`config.mk`:
```
export PLATFORM = sky130hd
export DESIGN_NAME = elevator_door_actuator
export DESIGN_NICKNAME = d
export VERILOG_FILES = /design/src/rtl/elevator_plant_model_pkg.sv /design/src/rtl/elevator_plant_model_door_actuator.sv
export SDC_FILE = /design/constraint.sdc
export NUM_CORES = 1
export LEC_CHECK = 0
export BUFFER_PORTS_ARGS = -buffer_cell sky130_fd_sc_hd__buf_2
export CORE_AREA = 2 2 39 41
export CTS_BUF_LIST = sky130_fd_sc_hd__clkbuf_4
export CTS_CLUSTER_SIZE = 24
export DETAILED_ROUTE_END_ITERATION = 10
export DIE_AREA = 0 0 41 43
export PLACE_DENSITY_LB_ADDON = 0.2
export SLEW_MARGIN = 20
export SYNTH_ARGS = -nofsm -noshare
export SYNTH_HDL_FRONTEND = slang
export SYNTH_SLANG_ARGS = --single-unit
```
`constraint.sdc`:
```
create_clock -name clk -period 5.81 [get_ports clk]
set_input_delay 1.162 -clock clk [delete_from_list [all_inputs] [get_ports clk]]
set_output_delay 1.162 -clock clk [all_outputs]
set_load 0.1 [all_outputs]
```
`src/rtl/elevator_plant_model_pkg.sv`:
```
// rtl/elevator_plant_model_pkg.sv - command, sensor and fault encodings for the elevator plant
package elevator_plant_model_pkg;

  typedef enum logic [1:0] {
    ENGINE_STOP    = 2'b00,
    ENGINE_UP      = 2'b01,
    ENGINE_DOWN    = 2'b10,
    ENGINE_ILLEGAL = 2'b11
  } engine_cmd_e;

  typedef enum logic [1:0] {
    DOOR_HOLD    = 2'b00,
    DOOR_OPEN    = 2'b01,
    DOOR_CLOSE   = 2'b10,
    DOOR_ILLEGAL = 2'b11
  } door_cmd_e;

  localparam logic [1:0] SENSOR_DOOR_CLOSED = 2'b10;
  localparam logic [1:0] SENSOR_DOOR_OPEN   = 2'b01;
  localparam logic [1:0] SENSOR_DOOR_TRAVEL = 2'b00;

  // Bit positions inside fault_code
  localparam int FAULT_MOVE_DOOR   = 0;
  localparam int FAULT_DOOR_PARKED = 1;
  localparam int FAULT_OVERTRAVEL  = 2;
  localparam int FAULT_ILLEGAL     = 3;

endpackage

```
`src/rtl/elevator_plant_model_door_actuator.sv`:
```
// rtl/elevator_plant_model_door_actuator.sv - door stroke counter with limit sensor decode
module elevator_door_actuator
  import elevator_plant_model_pkg::*;
#(
  parameter int DELAY_DOOR = 10
) (
  input  logic       clk,
  input  logic       reset,
  input  logic [1:0] door_cmd,
  input  logic       open_en,
  output logic       door_closed,
  output logic [1:0] sensor_door
);

  localparam int DW = $clog2(DELAY_DOOR + 1);
  localparam logic [DW-1:0] DOOR_FULL = DW'(DELAY_DOOR);

  logic [DW-1:0] door_q, door_d;

  // Next door position: open only when the parent allows it, close always, both saturating
  always_comb begin
    door_d = door_q;
    if (door_cmd == DOOR_OPEN && open_en && door_q != DOOR_FULL) begin
      door_d = door_q + DW'(1);
    end else if (door_cmd == DOOR_CLOSE && door_q != '0) begin
      door_d = door_q - DW'(1);
    end
  end

  // Door position register, closed after reset
  always_ff @(posedge clk) begin
    if (!reset) begin
      door_q <= '0;
    end else begin
      door_q <= door_d;
    end
  end

  assign door_closed = (door_q == '0);
  assign sensor_door = door_closed           ? SENSOR_DOOR_CLOSED :
                       (door_q == DOOR_FULL) ? SENSOR_DOOR_OPEN   : SENSOR_DOOR_TRAVEL;

endmodule

```
### Word-level counts from Yosys, hierarchy flattened

Index checks and enable logic that the tools add are counted.

* bits in registers: 4
* bits of input ports: 5
* logic and storage cells: 17

* add/subtract/negate cells: 2
* eq/ne operators: 4
* multiplexer cells: 4
* reductions and logical operators: 6

Operators with widths (count)
* 4-bit two-way mux: 2
* 4-bit by 1-bit adder with 4-bit output, second input constant: 1
* 4-bit equality test, second input constant: 1
* 4-bit zero test: 1
* 4-bit inequality test, second input constant: 1
* 4-bit nonzero test: 1
* 4-bit by 1-bit subtractor with 4-bit output, second input constant: 1
* 1-bit logical AND: 3
* 2-bit by 1-bit equality test with 1-bit output, second input constant: 1
* 2-bit equality test, second input constant: 1
* 2-bit two-way mux: 1
* 2-bit nonzero test: 1
* 1-bit two-way mux: 1

### Longest topological paths before layout

Gate-level depths: netlist of run 1.

* depth after elaboration: 4
* gate-level depth with buffers: 7
* depth with buffers taken out: 7

### Worst setup path before layout of run 1

Ideal clock, no wire load.

* path kind: register to output
* from: register door_q[0]
* to: output port sensor_door[1]
* arrival: 2.814 ns
* path slack: 1.834 ns
* stages on the path, launching flop included: 3
* path buffers: 1
* cells stage by stage: dfxtp_1 > nor4_2 > buf_4

* longest elaborated chain between the ends: 2

Ends and longest elaborated chain
* start: declaration: line elevator_plant_model_door_actuator.sv:18 `logic [DW-1:0] door_q, door_d;`
* start signal: assignment: line elevator_plant_model_door_actuator.sv:35 `door_q <= door_d;`
* 4-bit zero test: line elevator_plant_model_door_actuator.sv:39 `assign door_closed = (door_q == '0);`
* via door_closed: line elevator_plant_model_door_actuator.sv:11 `output logic door_closed,`
* 2-bit two-way mux: line elevator_plant_model_door_actuator.sv:40 `assign sensor_door = door_closed ? SENSOR_DOOR_CLOSED :`
* end: declaration: line elevator_plant_model_door_actuator.sv:12 `output logic [1:0] sensor_door`

The timed path passes the listed nets, and every way through them passes these cells.

### Final worst setup path of run 1

* from: register door_q[0]
* to: output port sensor_door[1]

* longest elaborated chain between the ends: 2

Ends and longest elaborated chain (line)
* 4-bit zero test: elevator_plant_model_door_actuator.sv:39
* 2-bit two-way mux: elevator_plant_model_door_actuator.sv:40

No other way between the ends.

==> results of run 1 <==
-- cells in the mapped netlist, drive strengths merged, types with 2 or more instances --
cell type  number
nand2           3
nand2b          2
mux2i           2
ha              2
dfxtp           4
-- critical path: stages (launching register included) --
cell and delay, ns:
sky130_fd_sc_hd__dfxtp_1 0.39, sky130_fd_sc_hd__nor4_2 0.44, sky130_fd_sc_hd__buf_2 0.51
-- metal layers --
layer	track usage, %	wire, um
met2	9.69	246
met5	0	0
met4	8.00	0
met3	1.57	24
met1	10.4	266
-- layout by cell type (no fill, tap or decap) --
cell	instances
sky130_fd_sc_hd__o21a_1	1
sky130_fd_sc_hd__a2111o_1	1
sky130_fd_sc_hd__o211a_1	1
sky130_fd_sc_hd__clkbuf_4	3
sky130_fd_sc_hd__or3_4	1
sky130_fd_sc_hd__xnor2_1	1
sky130_fd_sc_hd__mux2i_1	2
sky130_fd_sc_hd__nand2_1	3
sky130_fd_sc_hd__dfxtp_1	4
sky130_fd_sc_hd__nor4_2	1
sky130_fd_sc_hd__o32ai_2	1
sky130_fd_sc_hd__nor4bb_4	1
sky130_fd_sc_hd__buf_2	7
sky130_fd_sc_hd__xor2_1	1
sky130_fd_sc_hd__fa_1	1
sky130_fd_sc_hd__and2_1	1
sky130_fd_sc_hd__nor2b_1	1
sky130_fd_sc_hd__a21o_2	1
sky130_fd_sc_hd__a21oi_1	1
sky130_fd_sc_hd__nand2b_1	2
sky130_fd_sc_hd__ha_1	2
-- area by class of cell --
type / instances / area (um2) / area share, %
Clock buffer: 3 / 22.5 / 5.86
Multi-Input combinational cell: 23 / 226 / 59.0
Sequential cell: 4 / 80.1 / 20.8
Tap cell: 16 / 20.0 / 5.21
Timing Repair Buffer: 7 / 35.0 / 9.12
-- stage by stage --
stage                     utilization, %  hold slack (ns)
after floorplan                        -            0.469
after global placement              26.1            0.497
after detailed placement            26.1            0.508
after CTS                           27.8            0.513
after global routing                27.8            0.528
final                               27.8            0.513
-- power by group --
| group | leakage (nW) | internal, mW | switching, mW |
|---|---|---|---|
| clock | 0.0138 | 0.0230 | 0.0102 |
| sequential | 0.0329 | 0.0328 | 0.00936 |
| combinational | 0.123 | 0.0272 | 0.0689 |
| total | 0.169 | 0.0831 | 0.0884 |
-- final timing paths --
check                 start        endpoint  slack, ns  depth (start not counted)
setup / recovery  door_q[0]  sensor_door[1]       3.09                          2
hold / removal    door_q[3]       door_q[3]       0.51                          2
setup reg to reg  door_q[0]       door_q[3]       3.58                          7
hold reg to reg   door_q[3]       door_q[3]       0.51                          2
-- kinds of logic (layout without fill, tap and decap cells) --
family / count (synthesis) / count (layout) / share of synthesized area [%]
AOI/OAI and AO/OA: 6 / 6 / 18.7
xor gates and xnor gates: 2 / 2 / 5.58
adders and majority gates: 3 / 3 / 14.3
buffers and inverters: 1 / 10 / 2.39
DFF: 4 / 4 / 25.5
muxes: 2 / 2 / 6.37
and+or+nand+nor: 10 / 10 / 27.1
==> out/qor.txt, run 1 <==
LOGIC SYNTHESIS
------------------------------------------------------------------------------------
Cell area after technology mapping                                           314 um2
Portion of the post-synthesis area used by sequential elements                 25.5%
Number of enable flip-flop cells after synthesis                                   0
Average cell area after synthesis                                           11.2 um2
Main flop type after synthesis                                          sky130_fd_sc_hd__dfxtp_1
Number of nets in the synthesized netlist                                         36
Post-synthesis register bit count                                                  4
Post-synth top area share                                                      25.5%
Cell count after synthesis                                                        28
Total number of yosys warnings                                                     0
Leading cell types by total area after synthesis                        sky130_fd_sc_hd__dfxtp_1 25%, sky130_fd_sc_hd__ha_1 8.0%, sky130_fd_sc_hd__nor4bb_4 8.0%
Cell variety after synth                                                          20
Proportion of synthesized flip-flops having asynchronous set or reset             0%
Area leader, netlist                                                    sky130_fd_sc_hd__dfxtp_1

GLOBAL ROUTE
------------------------------------------------------------------------------------
Maximum number of pins on one net before global-route repair                       6
Overall track demand over capacity in global routing                           7.85%
Global-route wire length before repair                                        903 um
Antenna violations before repair                                                   0
Overflow after GRT                                                                 0
Number of global-route vias before repair                                        230

DETAILED ROUTING
------------------------------------------------------------------------------------
Post-DR wirelength/cell                                                      10.1 um
Pre-antenna DRT Iters                                                              3
Via count normalized by instance count                                          4.47
Count of vias placed by the detailed router                                      237
Initial drt markers                                                               10
Post-route antenna net violation count                                             0
DRC errors left                                                                    0
Post-detailed-routing wire length                                             536 um

TIMING
------------------------------------------------------------------------------------
Ratio of final minimum period to clock period                                  46.9%
Minimum period implied by the final worst setup slack                        2.72 ns
Slew @ Worst Pin                                                            0.486 ns
Max-slew violation total from the final report                                     0
Total Neg Setup Slack                                                           0 ns
Clk_skew                                                                  0.00151 ns
RSZ-0062 raised after global routing                                              no
Max transition margin                                                          67.8%
Setup slack of the critical path after layout                                3.09 ns
Final Hold Vio Count                                                               0
Upper clock frequency limit                                                0.367 GHz
Setup violators final                                                              0

CELLS AND AREA
------------------------------------------------------------------------------------
Antenna diode count                                                                0
Final instance count without filler cells                                         53
Area growth from synthesis to layout                                           22.3%
Number of fill cells in the layout                                               148
Design Area, Final                                                           384 um2
Number of flip-flops in the largest register                                       4
Biggest regs                                                              door_q (4)
Register with the highest flop count                                          door_q
NumNets Final                                                                     47
Layout cells sized above 1                                                     40.5%

MIN PATH
------------------------------------------------------------------------------------
Worst Hold Class                                                             reg2reg

CLOCK NETWORK
------------------------------------------------------------------------------------
Cts-stage hold buffer count                                                        0
Maximum root-to-sink buffer count                                                  2
Resized cells post-CTS                                                             0
CTS clk-pin slew, worst paths                                                0.03 ns
Total clock buffers created by CTS                                                 3
CTS Root Buffer Type                                                    sky130_fd_sc_hd__clkbuf_4
Clock tree from TritonCTS                                                       done
Clock latency on the worst-skew pair                                         0.23 ns
CTS H-tree lvls                                                                    1
CTS sink cnt                                                                       4
Post CTS Setup Buffer Count                                                        0

DIE
------------------------------------------------------------------------------------
Starting density of the core                                                   22.7%
Die footprint                                                               1760 um2
IO Pins                                                                            8
Core footprint                                                              1380 um2
Num rows                                                                          14
Chip height                                                                    43 um
Die width                                                                      41 um

POWER
------------------------------------------------------------------------------------
Worst vdd ir                                                              0.000135 V
PD cells                                                                  447 nW/um2
Static leakage power                                                        0.169 nW
Power Total                                                                 0.172 mW

PLACE
------------------------------------------------------------------------------------
Routability congestion estimate from global placement                          0.596
Worst slack at placement                                                     2.87 ns
Count of placed standard cells including taps                                     50
Number of port buffers                                                             7
Sum of net half-perimeters after detailed placement                           458 um
Cell area after placement                                                    362 um2

WORST SETUP PATH
------------------------------------------------------------------------------------
Max Fanout on Critical Path                                                        5
Worst Setup End Kind                                                     output port
Kind of start point of the critical path                                    register
Required time of the critical path                                           4.65 ns
Worst path arrival time                                                      1.56 ns
Worst Setup Path Type                                                        reg2out

RUN
------------------------------------------------------------------------------------
Total of max-cap violations                                                        0

STATUS
------------------------------------------------------------------------------------
Run status                                                              complete, no violations

No activity file was read; power rests on OpenSTA's default activity.
==> run 2, diff against run 1 <==
--- a/config.mk
+++ b/config.mk
@@ -5,6 +5,7 @@
 export SDC_FILE = /design/constraint.sdc
 export NUM_CORES = 1
 export LEC_CHECK = 0
+export ABC_AREA = 1
 export BUFFER_PORTS_ARGS = -buffer_cell sky130_fd_sc_hd__buf_2
 export CORE_AREA = 2 2 39 41
 export CTS_BUF_LIST = sky130_fd_sc_hd__clkbuf_4
==> constraint.sdc (replaced) <==
create_clock -name clk -period 2.5 [get_ports clk]
set_input_delay 0.5 -clock clk [delete_from_list [all_inputs] [get_ports clk]]
set_output_delay 0.5 -clock clk [all_outputs]
set_load 0.1 [all_outputs]
==> out/qor.txt, run 2 <==
TIMING
-------------------------------------------------------------------------------------
Max-slew violation total from the final report                                      0   unchanged
Ratio of final minimum period to clock period                                   73.1%
Total Neg Setup Slack                                                            0 ns   unchanged
Slew @ Worst Pin                                                             0.484 ns   was 0.486 ns
Clk_skew                                                                   0.00325 ns   was 0.00151 ns
RSZ-0062 raised after global routing                                               no   unchanged
Minimum period implied by the final worst setup slack                         1.83 ns
Upper clock frequency limit                                                 0.547 GHz
Setup violators final                                                               0   unchanged
Final Hold Vio Count                                                                0   unchanged
Max transition margin                                                           67.9%   was 67.8%

LOGIC SYNTHESIS
-------------------------------------------------------------------------------------
Top-count cell post-synth                                                sky130_fd_sc_hd__nand2_1   was sky130_fd_sc_hd__dfxtp_1
Total number of yosys warnings                                                      0   unchanged
Portion of the post-synthesis area used by sequential elements                  23.6%   was 25.5%
Proportion of synthesized flip-flops having asynchronous set or reset              0%   unchanged
Mux cell area share after synthesis                                                0%   was 6.37%
Adder-cell share of the synthesized area                                        13.3%   was 14.3%
Number of nets in the synthesized netlist                                          57   was 36
Post-synthesis simple-gate area fraction                                        44.3%   was 27.1%
Cell count after synthesis                                                         49   was 28
Cell variety after synth                                                           17   was 20
Post-synth top area share                                                       23.6%   was 25.5%
Cell area after technology mapping                                            339 um2   was 314 um2
Main combinational cell family by area after synthesis                   simple AND/OR/NAND/NOR gates   unchanged
Main flop type after synthesis                                           sky130_fd_sc_hd__dfxtp_1   unchanged
Share of the synthesized area in compound gates (AO/OA/AOI/OAI)                 7.38%   was 18.7%
Leading cell types by total area after synthesis                         sky130_fd_sc_hd__dfxtp_1 24%, sky130_fd_sc_hd__nand2_1 11%, sky130_fd_sc_hd__nor2_1 10%   was sky130_fd_sc_hd__dfxtp_1 25%, sky130_fd_sc_hd__ha_1 8.0%, sky130_fd_sc_hd__nor4bb_4 8.0%
Average cell area after synthesis                                            6.92 um2   was 11.2 um2
Area leader, netlist                                                     sky130_fd_sc_hd__dfxtp_1   unchanged
Parity-gate share of the synthesized area counting xor and xnor cells           2.58%   was 5.58%
Number of enable flip-flop cells after synthesis                                    0   unchanged
Post-synthesis register bit count                                                   4   unchanged
Leading cell types by count after synthesis                              10 x sky130_fd_sc_hd__nand2_1, 9 x sky130_fd_sc_hd__nor2_1, 6 x sky130_fd_sc_hd__inv_1, 4 x sky130_fd_sc_hd__dfxtp_1, 3 x sky130_fd_sc_hd__o21ai_0   was 4 x sky130_fd_sc_hd__dfxtp_1, 3 x sky130_fd_sc_hd__nand2_1, 2 x sky130_fd_sc_hd__ha_1, 2 x sky130_fd_sc_hd__mux2i_1, 2 x sky130_fd_sc_hd__nand2b_1

STATUS
-------------------------------------------------------------------------------------
Run status                                                               complete, no violations   unchanged

MIN PATH
-------------------------------------------------------------------------------------
Worst Hold Class                                                               in2reg   was reg2reg
HP Start                                                                        reset   was door_q[3]

DIE
-------------------------------------------------------------------------------------
Num rows                                                                           14   unchanged
Starting density of the core                                                    24.5%   was 22.7%
Die footprint                                                                1760 um2   unchanged
IO Pins                                                                             8   unchanged
Die width                                                                       41 um   unchanged
Chip height                                                                     43 um   unchanged
Core footprint                                                               1380 um2   unchanged

GLOBAL ROUTE
-------------------------------------------------------------------------------------
Antenna violations before repair                                                    0   unchanged
Overall track demand over capacity in global routing                            8.65%   was 7.85%
Overflow after GRT                                                                  0   unchanged
Global-route wire length before repair                                         972 um   was 903 um
Maximum number of pins on one net before global-route repair                        7   was 6
Number of global-route vias before repair                                         249   was 230

CELLS AND AREA
-------------------------------------------------------------------------------------
Sequential cell area in the final layout                                     80.1 um2   unchanged
Biggest regs                                                               door_q (4)   unchanged
NumNets Final                                                                      68   was 47
Area growth from synthesis to layout                                            20.7%   was 22.3%
Register with the highest flop count                                           door_q   unchanged
Number of flip-flops in the largest register                                        4   unchanged
Most frequent standard cell in the layout excluding fill and tap cells   sky130_fd_sc_hd__nand2_1   was sky130_fd_sc_hd__buf_2
Layout cells sized above 1                                                      29.3%   was 40.5%
Core occupancy in the finished layout                                           29.6%   was 27.8%
Footprint of the multi-input gates                                            229 um2   was 226 um2
Most used cells in the layout excluding fill and tap cells               10 x sky130_fd_sc_hd__nand2_1, 9 x sky130_fd_sc_hd__nor2_1, 7 x sky130_fd_sc_hd__buf_2   was 7 x sky130_fd_sc_hd__buf_2, 4 x sky130_fd_sc_hd__dfxtp_1, 3 x sky130_fd_sc_hd__nand2_1, 3 x sky130_fd_sc_hd__clkbuf_4
Antenna diode count                                                                 0   unchanged
Number of fill cells in the layout                                                159   was 148

POWER
-------------------------------------------------------------------------------------
PD cells                                                                   823 nW/um2   was 447 nW/um2
Worst vdd ir                                                               0.000281 V   was 0.000135 V
Static leakage power                                                         0.212 nW   was 0.169 nW

DETAILED ROUTING
-------------------------------------------------------------------------------------
Via count normalized by instance count                                           3.86   was 4.47
DRC errors left                                                                     0   unchanged
Post-detailed-routing wire length                                              584 um   was 536 um
Pre-antenna DRT Iters                                                               4   was 3
Initial drt markers                                                                 3   was 10
Post-DR wirelength/cell                                                       7.89 um   was 10.1 um
Count of vias placed by the detailed router                                       286   was 237
Post-route antenna net violation count                                              0   unchanged

WORST SETUP PATH
-------------------------------------------------------------------------------------
R2r startpoint                                                              door_q[0]   unchanged
Worst path arrival time                                                       1.33 ns   was 1.56 ns
Kind of start point of the critical path                                     register   unchanged
Worst Setup Path Type                                                         reg2out   unchanged
Critical path startpoint                                                    door_q[1]   was door_q[0]
Worst Setup End Kind                                                      output port   unchanged
Max Fanout on Critical Path                                                         5   unchanged
Required time of the critical path                                            2.00 ns   was 4.65 ns

CLOCK NETWORK
-------------------------------------------------------------------------------------
Maximum root-to-sink buffer count                                                   2   unchanged
Clock tree from TritonCTS                                                        done   unchanged
CTS sink cnt                                                                        4   unchanged
Total clock buffers created by CTS                                                  3   unchanged
Resized cells post-CTS                                                              0   unchanged
Post CTS Setup Buffer Count                                                         0   unchanged
CTS clk-pin slew, worst paths                                                 0.04 ns   was 0.03 ns
Cts-stage hold buffer count                                                         0   unchanged
Clock latency on the worst-skew pair                                          0.24 ns   was 0.23 ns
CTS H-tree lvls                                                                     1   unchanged
CTS Root Buffer Type                                                     sky130_fd_sc_hd__clkbuf_4   unchanged

PLACE
-------------------------------------------------------------------------------------
Sum of net half-perimeters after detailed placement                            480 um   was 458 um
Routability congestion estimate from global placement                           0.736   was 0.596
Number of port buffers                                                              7   unchanged

RUN
-------------------------------------------------------------------------------------
Total of max-cap violations                                                         0   unchanged

==> run 2: cell count changes after synthesis, sizes merged, moves of 2 or more <==
| cell | previous run | this run |
|---|---|---|
| o21ai | 0 | 3 |
| nand2 | 3 | 14 |
| inv | 0 | 6 |
| nand3 | 0 | 3 |
| mux2i | 2 | 0 |
| nand2b | 2 | 0 |
| nor2 | 0 | 11 |
==> run 2: power breakdown <==
group	leakage, nW	internal [mW]	switching (mW)
Sequential	0.0330	0.0731	0.0110
Clock	0.0138	0.0538	0.0277
Combinational	0.165	0.0414	0.130
Total	0.212	0.168	0.168
==> run 2: layout make-up <==
cell class,instances,area share (%)
Inverter,6,5.50
Timing Repair Buffer,7,8.56
Clock buffer,3,5.50
Tap cell,16,4.89
Sequential cell,4,19.6
Multi-Input combinational cell,38,56.0
==> run 2: final timing paths <==
check	endpoint	cells past startpoint	slack, ns
worst max-delay path	sensor_door[0]	5	0.67
worst max register to register	door_q[3]	11	0.78
worst min-delay path	door_q[3]	3	0.52
worst min register to register	door_q[2]	2	0.52
==> run 2: logic make-up after synthesis <==
| logic type | Yosys count |
|---|---|
| AND/OR/NAND/NOR | 29 |
| AO/OA/AOI/OAI | 5 |
| adder cells (fa/ha/maj) | 3 |
| XOR/XNOR | 1 |
| buffers and inverters | 7 |
| flip-flops | 4 |
==> run 2: per-layer routing <==
layer	up-vias	track usage [%]	wire length, um
met5	-	0	0
met4	0	4.00	0
met3	0	6.28	52
met2	10	10.3	226
met1	106	11.3	306
li1	170	-	-
==> run 2: worst max-delay path, cell delays in order, from the launching register on <==
cell                      delay [ns]
sky130_fd_sc_hd__dfxtp_1        0.42
sky130_fd_sc_hd__nand2_1        0.07
sky130_fd_sc_hd__inv_1          0.06
sky130_fd_sc_hd__nand2_2        0.07
sky130_fd_sc_hd__inv_1          0.05
sky130_fd_sc_hd__buf_2          0.41
==> run 2: per-stage QoR <==
stage	std cells	power (mW)	hold slack (ns)	worst slack, ns	area, um2
3_3_place_gp	71	0.258	0.518	0.602	387
2_1_floorplan	49	0.239	0.496	0.418	339
6_report	74	0.337	0.519	0.672	409
4_1_cts	74	0.343	0.513	0.647	409
3_5_place_dp	71	0.258	0.525	0.605	387
5_1_grt	74	0.364	0.535	0.539	409
==> run 3, diff against run 2 <==
==> constraint.sdc (replaced) <==
create_clock -name clk -period 1.6 [get_ports clk]
set_input_delay 0.32 -clock clk [delete_from_list [all_inputs] [get_ports clk]]
set_output_delay 0.32 -clock clk [all_outputs]
set_load 0.1 [all_outputs]
==> out/qor.txt, run 3 (synthesized netlist as in run 2, its figures left out) <==
CLOCK NETWORK
-------------------------------------------------------------------------------------
CTS sink cnt                                                                        4   unchanged
CTS clk-pin slew, worst paths                                                 0.04 ns   about the same
CTS Root Buffer Type                                                     sky130_fd_sc_hd__clkbuf_4   unchanged
Maximum root-to-sink buffer count                                                   2   unchanged
Clock tree from TritonCTS                                                        done   unchanged
Post CTS Setup Buffer Count                                                         0   unchanged
Clock latency on the worst-skew pair                                          0.24 ns   about the same
CTS H-tree lvls                                                                     1   unchanged
Total clock buffers created by CTS                                                  3   unchanged

MIN PATH
-------------------------------------------------------------------------------------
HP Start                                                                        reset   unchanged
Worst Hold Class                                                               in2reg   unchanged

TIMING
-------------------------------------------------------------------------------------
Ratio of final minimum period to clock period                                   94.9%
Max transition margin                                                           90.5%   was 67.9%
WHS                                                                          0.339 ns   was 0.519 ns
Clk_skew                                                                    0.0102 ns   was 0.00325 ns
Max-slew violation total from the final report                                      0   unchanged
Slew @ Worst Pin                                                             0.141 ns   was 0.484 ns
Setup violators final                                                               0   unchanged
Final Hold Vio Count                                                                0   unchanged
Upper clock frequency limit                                                 0.658 GHz
Minimum period implied by the final worst setup slack                         1.52 ns
RSZ-0062 raised after global routing                                              yes   was no

PLACE
-------------------------------------------------------------------------------------
Cell area after placement                                                     505 um2   was 387 um2
Routability congestion estimate from global placement                           0.687   was 0.736
Sum of net half-perimeters after detailed placement                            549 um   was 480 um
Number of port buffers                                                              7   unchanged

CELLS AND AREA
-------------------------------------------------------------------------------------
Layout cells sized above 1                                                      55.2%   was 29.3%
Most frequent standard cell in the layout excluding fill and tap cells   sky130_fd_sc_hd__nand2_1   unchanged
Core occupancy in the finished layout                                           41.3%   was 29.6%
Number of flip-flops in the largest register                                        4   unchanged
Register with the highest flop count                                           door_q   unchanged
NumNets Final                                                                      76   was 68
Antenna diode count                                                                 0   unchanged
Area growth from synthesis to layout                                            68.6%   was 20.7%
Number of fill cells in the layout                                                136   was 159
Biggest regs                                                               door_q (4)   unchanged
Most used cells in the layout excluding fill and tap cells               9 x sky130_fd_sc_hd__nand2_1, 7 x sky130_fd_sc_hd__nor2_1, 7 x sky130_fd_sc_hd__buf_4   was 10 x sky130_fd_sc_hd__nand2_1, 9 x sky130_fd_sc_hd__nor2_1, 7 x sky130_fd_sc_hd__buf_2
Design Area, Final                                                            572 um2   was 409 um2
Sequential cell area in the final layout                                     87.6 um2   was 80.1 um2
Footprint of the multi-input gates                                            264 um2   was 229 um2

DIE
-------------------------------------------------------------------------------------
Die width                                                                       41 um   unchanged
Starting density of the core                                                    24.5%   unchanged
Die footprint                                                                1760 um2   unchanged
Chip height                                                                     43 um   unchanged
Num rows                                                                           14   unchanged
IO Pins                                                                             8   unchanged
Core footprint                                                               1380 um2   unchanged

WORST SETUP PATH
-------------------------------------------------------------------------------------
Required time of the critical path                                            1.73 ns   was 2.00 ns
Kind of start point of the critical path                                     register   unchanged
Worst Setup End Kind                                                         register   was output port
Crit-path slowest cell                                                   sky130_fd_sc_hd__fa_1   was sky130_fd_sc_hd__dfxtp_1
Buf+Inv Stages, Crit Path                                                           2   was 3
Critical path startpoint                                                    door_q[3]   was door_q[1]
Crit-path leading delay family                                            adder cells   was buffers and inverters
R2r startpoint                                                              door_q[3]   was door_q[0]
Crit path cell chain                                                     nand2_1 > inv_1 > nand2_2 > nand2_4 > buf_4 > fa_1 > xor2_1 > o21ai_0 > nor2_1   was nand2_1 > inv_1 > nand2_2 > inv_1 > buf_2
Worst path arrival time                                                       1.65 ns   was 1.33 ns
Worst Setup Path Type                                                         reg2reg   was reg2out
Max Fanout on Critical Path                                                         4   was 5
Longest individual stage delay on the worst path                              0.37 ns   was 0.42 ns

DETAILED ROUTING
-------------------------------------------------------------------------------------
Post-DR wirelength/cell                                                       8.54 um   was 7.89 um
Post-route antenna net violation count                                              0   unchanged
Post-detailed-routing wire length                                              709 um   was 584 um
Pre-antenna DRT Iters                                                               3   was 4
DRC errors left                                                                     0   unchanged
Via count normalized by instance count                                           4.11   was 3.86
Count of vias placed by the detailed router                                       341   was 286
Initial drt markers                                                                 6   was 3

STATUS
-------------------------------------------------------------------------------------
Run status                                                               complete, no violations   unchanged

GLOBAL ROUTE
-------------------------------------------------------------------------------------
Antenna violations before repair                                                    0   unchanged
Overall track demand over capacity in global routing                            10.2%   was 8.65%
Maximum number of pins on one net before global-route repair                        7   unchanged
Number of global-route vias before repair                                         291   was 249
Overflow after GRT                                                                  0   unchanged
Global-route wire length before repair                                        1130 um   was 972 um

POWER
-------------------------------------------------------------------------------------
PD cells                                                                  1210 nW/um2   was 823 nW/um2
Static leakage power                                                         0.270 nW   was 0.212 nW
Power Total                                                                  0.693 mW   was 0.337 mW
Worst vdd ir                                                               0.000585 V   was 0.000281 V

RUN
-------------------------------------------------------------------------------------
Total of max-cap violations                                                         0   unchanged

## run 3: final timing paths
kind	endpoint	cells past startpoint	slack (ns)
setup / recovery	door_q[2]	9	0.08
hold / removal	door_q[0]	3	0.34
setup reg to reg	door_q[2]	9	0.08
hold reg to reg	door_q[3]	3	0.56
## run 3: where the power goes
group	total (mW)	internal, mW	switching (mW)
Combinational	0.407	0.161	0.246
Clock	0.156	0.111	0.0454
Sequential	0.129	0.117	0.0119
## run 3: area by class of cell
cell class | count | share of cell area, %
Timing Repair Buffer | 15 | 25.2
Clock buffer | 4 | 5.25
Inverter | 6 | 4.60
Multi-Input combinational cell | 38 | 46.2
Sequential cell | 4 | 15.3
Tap cell | 16 | 3.50
## run 3: routing by layer
layer / vias up / GRT usage (%) / share of wire (%)
li1: 185 / - / -
met4: 0 / 10.0 / 3.4
met5: - / 0 / 0
met3: 2 / 3.14 / 4.5
met1: 144 / 13.2 / 48
met2: 10 / 12.2 / 44
## run 3: per-stage QoR
stage               setup WS (ns)  setup TNS [ns]  std cells
floorplan               -0.000368       -0.000368         49
global placement          -0.0794          -0.110         79
detailed placement        -0.0937          -0.139         79
CTS                       0.00193               0         83
global route              -0.0395         -0.0395         83
finish                     0.0813               0         83
## run 3: tightest hold or removal path, stage by stage
cell and delay, ns:
sky130_fd_sc_hd__buf_2 0.12, sky130_fd_sc_hd__o21ai_0 0.07, sky130_fd_sc_hd__a21oi_1 0.04
## run 3: timing repair
| action | CTS | global route |
|---|---|---|
| resized for setup | 0 | 8 |
| hold buffers | 0 | 0 |
| endpoints found under the setup margin | 0 | 1 |
